[src/rtl/example.sv]
// Registered 3-input truth-table function with a rising-edge pulse and a
// saturating count of cycles in which the output is high.
module example #(
  parameter logic [7:0]  TT    = 8'h31,
  parameter int unsigned CNT_W = 8
) (
  input  logic             clk,
  input  logic             reset_n,
  input  logic             a,
  input  logic             b,
  input  logic             c,
  output logic             y,
  output logic             y_rise,
  output logic [CNT_W-1:0] hi_cnt
);

  logic [2:0]       idx;
  logic             y_d, y_q;
  logic             rise_d, rise_q;
  logic [CNT_W-1:0] cnt_d, cnt_q;

  always_comb begin
    idx    = {a, b, c};
    y_d    = TT[idx];
    // y_q is 0 while in reset, so the first cycle after release sees a 0 history
    rise_d = y_d & ~y_q;
    cnt_d  = cnt_q;
    if (y_q && (cnt_q != {CNT_W{1'b1}})) begin
      cnt_d = cnt_q + CNT_W'(1);
    end
  end

  always_ff @(posedge clk) begin
    if (!reset_n) begin
      y_q    <= 1'b0;
      rise_q <= 1'b0;
      cnt_q  <= '0;
    end else begin
      y_q    <= y_d;
      rise_q <= rise_d;
      cnt_q  <= cnt_d;
    end
  end

  assign y      = y_q;
  assign y_rise = rise_q;
  assign hi_cnt = cnt_q;

endmodule

[config.mk]
export PLATFORM = sky130hd
export DESIGN_NAME = example
export DESIGN_NICKNAME = d
export VERILOG_FILES = /design/src/rtl/example.sv
export SDC_FILE = /design/constraint.sdc
export NUM_CORES = 1
export LEC_CHECK = 0
export ABC_AREA = 1
export BUFFER_PORTS_ARGS = -buffer_cell sky130_fd_sc_hd__buf_2
export CORE_AREA = 2 2 39 41
export DETAILED_ROUTE_END_ITERATION = 12
export DIE_AREA = 0 0 41 43
export PLACE_DENSITY = 0.61
export SLEW_MARGIN = 40
export SYNTH_ARGS = -nofsm -noshare
export SYNTH_HDL_FRONTEND = slang
export SYNTH_SLANG_ARGS = --single-unit
export TNS_END_PERCENT = 20
[constraint.sdc]
create_clock -name clk -period 2.5 [get_ports clk]
set_clock_uncertainty 0.1 [all_clocks]
set_input_delay 0.75 -clock clk [delete_from_list [all_inputs] [get_ports clk]]
set_output_delay 0.75 -clock clk [all_outputs]
set_load 0.02 [all_outputs]
==> results.md <==
* Global-route wire length before repair at 1500 um
* Num CTS Buffers at 3
* Hold Path End: hi_cnt[5]$_SDFFE_PN0P_
* Outcome: finished clean
* Max-slew violations at 0
* DRT Pass-1 Iters at 4
* Leading cell type in the layout, fill and taps excluded: nand2_1
* Ys async rst share at 0
* Slew headroom at 0.774
* Reg2reg start: hi_cnt[0]$_SDFFE_PN0P_
* CTS tree: done
* Vias at 489
* Die X at 41 um
* Slowest cell on the critical path: dfxtp_1
* CP Cell Sequence: buf_2
* Syn_nets at 86
* Gr usage total at 0.127
* # DRC at 0
* Largest net degree at the start of global routing at 12
* Routed len/inst at 8.65 um
* RePlAce Congestion at 0.693
* Synth Area in Simple Gates at 0.373
* Synth Flop Type: dfxtp_1
* Mux cell area share after synthesis at 0
* Peak supply drop at 306 uV
* Die area at 0.00176 mm2
* Gr ovfl total at 0
* Internal reg-to-reg setup slack at 1.11 ns
* Hold path depth at 2
* Nets at 102
* # diodes at 0
* Clk slew on worst S/H paths at 0.06 ns
* Worst skew pair latency at 0.26 ns
* Via-to-Cell Ratio at 4.45
* Fraction of layout cells with a size suffix above 1 at 0.255
* Max Clk Rate at 538 MHz
* Worst setup EP type: output port
* # resized after CTS at 0
* Multi-input gate area in the final layout at 258 um2
* Num Clock Sinks at 10
* RSZ-0062 raised after global routing: no
* PD cells at 479 mW/mm2
* WP data required at 1.65 ns
* TNS Setup at 0 ns
* CP max FO at 11
* Antenna-violating nets left at 0
* Hold_sp: hi_cnt[5]$_SDFFE_PN0P_
* Delay of the slowest critical-path stage at 0.52 ns
* Final Hold Viols at 0
* Post-synthesis cell area at 537 um2
* FF+latch count, synth at 10
* IO Pins at 15
* Vias in the first global route at 370
* Reg2reg path depth at 6
* Crit path DAT at 1.01 ns
* Final min period at 1.86 ns
* Post-synth EDFFs at 0
* Area growth from synthesis to final layout at 16.1%
* Routed wire length at 952 um
* Hold bufs inserted after CTS at 0
* Crit path max-delay family: flip-flops
* Register area at 200 um2
* Crit path launch type: flop
* Commonest non-fill, non-tap cells in the layout: nand2_1 (18), buf_2 (14), inv_1 (11), nor2_1 (11), dfxtp_1 (10)
* Register area share after synthesis at 0.373
* DR iter-0 viols at 6
* Initial antenna violation count at 0
* Yosys warning total at 0
* Synth Area in Compound Gates at 0.0839
* Die H at 43 um
* DP HPWL at 721 um
* Reg2reg end: hi_cnt[3]$_SDFFE_PN0P_
* Adder-Cell Fraction of Synth Area at 0.0233
* Max-cap violations at 0
* Post-CTS Setup Inserts at 0
* Root Buffer: clkbuf_4
* Min-Delay Path Class: flop to flop
* Initial Util at 0.388
* Number of different library cells in the post-synthesis netlist at 19
* # rows at 14
* Mean Syn Cell Area at 6.71 um2
* Synth Area in XOR/XNOR at 0
* Number of I/O port buffers at 14
* Tcrit/Tclk final at 0.744
* Fill count at 140
* H-tree levels at 1
* Largest family of logic cells by synthesized area: simple AND/OR/NAND/NOR gates
* Mapped Cells at 80
* Max clock buf depth at 2
* Worst-Margin Slew at 0.339 ns
* Pleak at 0.329 nW
* Setup-failing EPs final at 0
* Setup CP Type: flop to output port
* Buf/Inv on CP at 1
* Worst hold margin at 0.410 ns
* CORE AREA at 0.00138 mm2
[registers in the layout, indices dropped and copies added (netlist names)]
register,cells
y,1
hi_cnt,8
y_rise,1
[synth_stat cells, types with 2 or more instances]
library cell  count  share of area
nand3_1           8          0.075
nor2_2            2          0.023
inv_2             2          0.014
buf_4             2          0.028
nand2_1          18           0.13
dfxtp_1          10           0.37
inv_1            11          0.077
nor2_1           11          0.077
a21oi_1           6          0.056
[how the worst max path moves through the flow]
| stage | from | endpoint | slack, ns | cells after the start |
|---|---|---|---|---|
| 2_1_floorplan | hi_cnt[0]$_SDFFE_PN0P_ | hi_cnt[0]$_SDFFE_PN0P_ | 1.04 | 7 |
| 3_3_place_gp | y$_SDFF_PN0_ | y | 0.93 | 1 |
| 3_5_place_dp | y$_SDFF_PN0_ | y | 0.91 | 1 |
| 4_1_cts | y$_SDFF_PN0_ | y | 0.62 | 1 |
| 5_1_grt | y$_SDFF_PN0_ | y | 0.58 | 1 |
| 6_report | y$_SDFF_PN0_ | y | 0.64 | 1 |
[routing by layer]
metal	track usage	up-vias	wire, um
li1	-	277	-
met1	0.181	189	475
met2	0.153	19	391
met3	0.0314	4	64
met4	0.100	0	21
met5	0	-	0
[cell type report]
| class | count | area share |
|---|---|---|
| multi-input cells | 53 | 0.414 |
| inverters | 14 | 0.0843 |
| clock buffers | 3 | 0.0361 |
| flip-flops and latches | 10 | 0.321 |
| well taps | 16 | 0.0321 |
| repair buffers | 14 | 0.112 |
[stage by stage]
stage	power (mW)	setup WS, ns	instance area [um2]	instances	utilization
2_1_floorplan	0.190	1.04	537	80	-
3_3_place_gp	0.197	0.930	601	107	0.434
3_5_place_dp	0.197	0.909	601	107	0.434
4_1_cts	0.304	0.621	623	110	0.450
5_1_grt	0.316	0.584	623	110	0.450
6_report	0.298	0.640	623	110	0.450
[report_power, final]
group	leakage, nW	internal (mW)	switching (mW)
registers	0.0813	0.163	0.00481
logic	0.234	0.0104	0.0149
clock network	0.0138	0.0553	0.0496
[cell families (layout without fill, tap and decap cells)]
logic type	Yosys count	in the layout
AO/OA/AOI/OAI	8	8
adder cells (fa/ha/maj)	1	1
AND/OR/NAND/NOR	44	44
flip-flops	10	10
buffers and inverters	17	31
(Power assumes the default switching activity.)
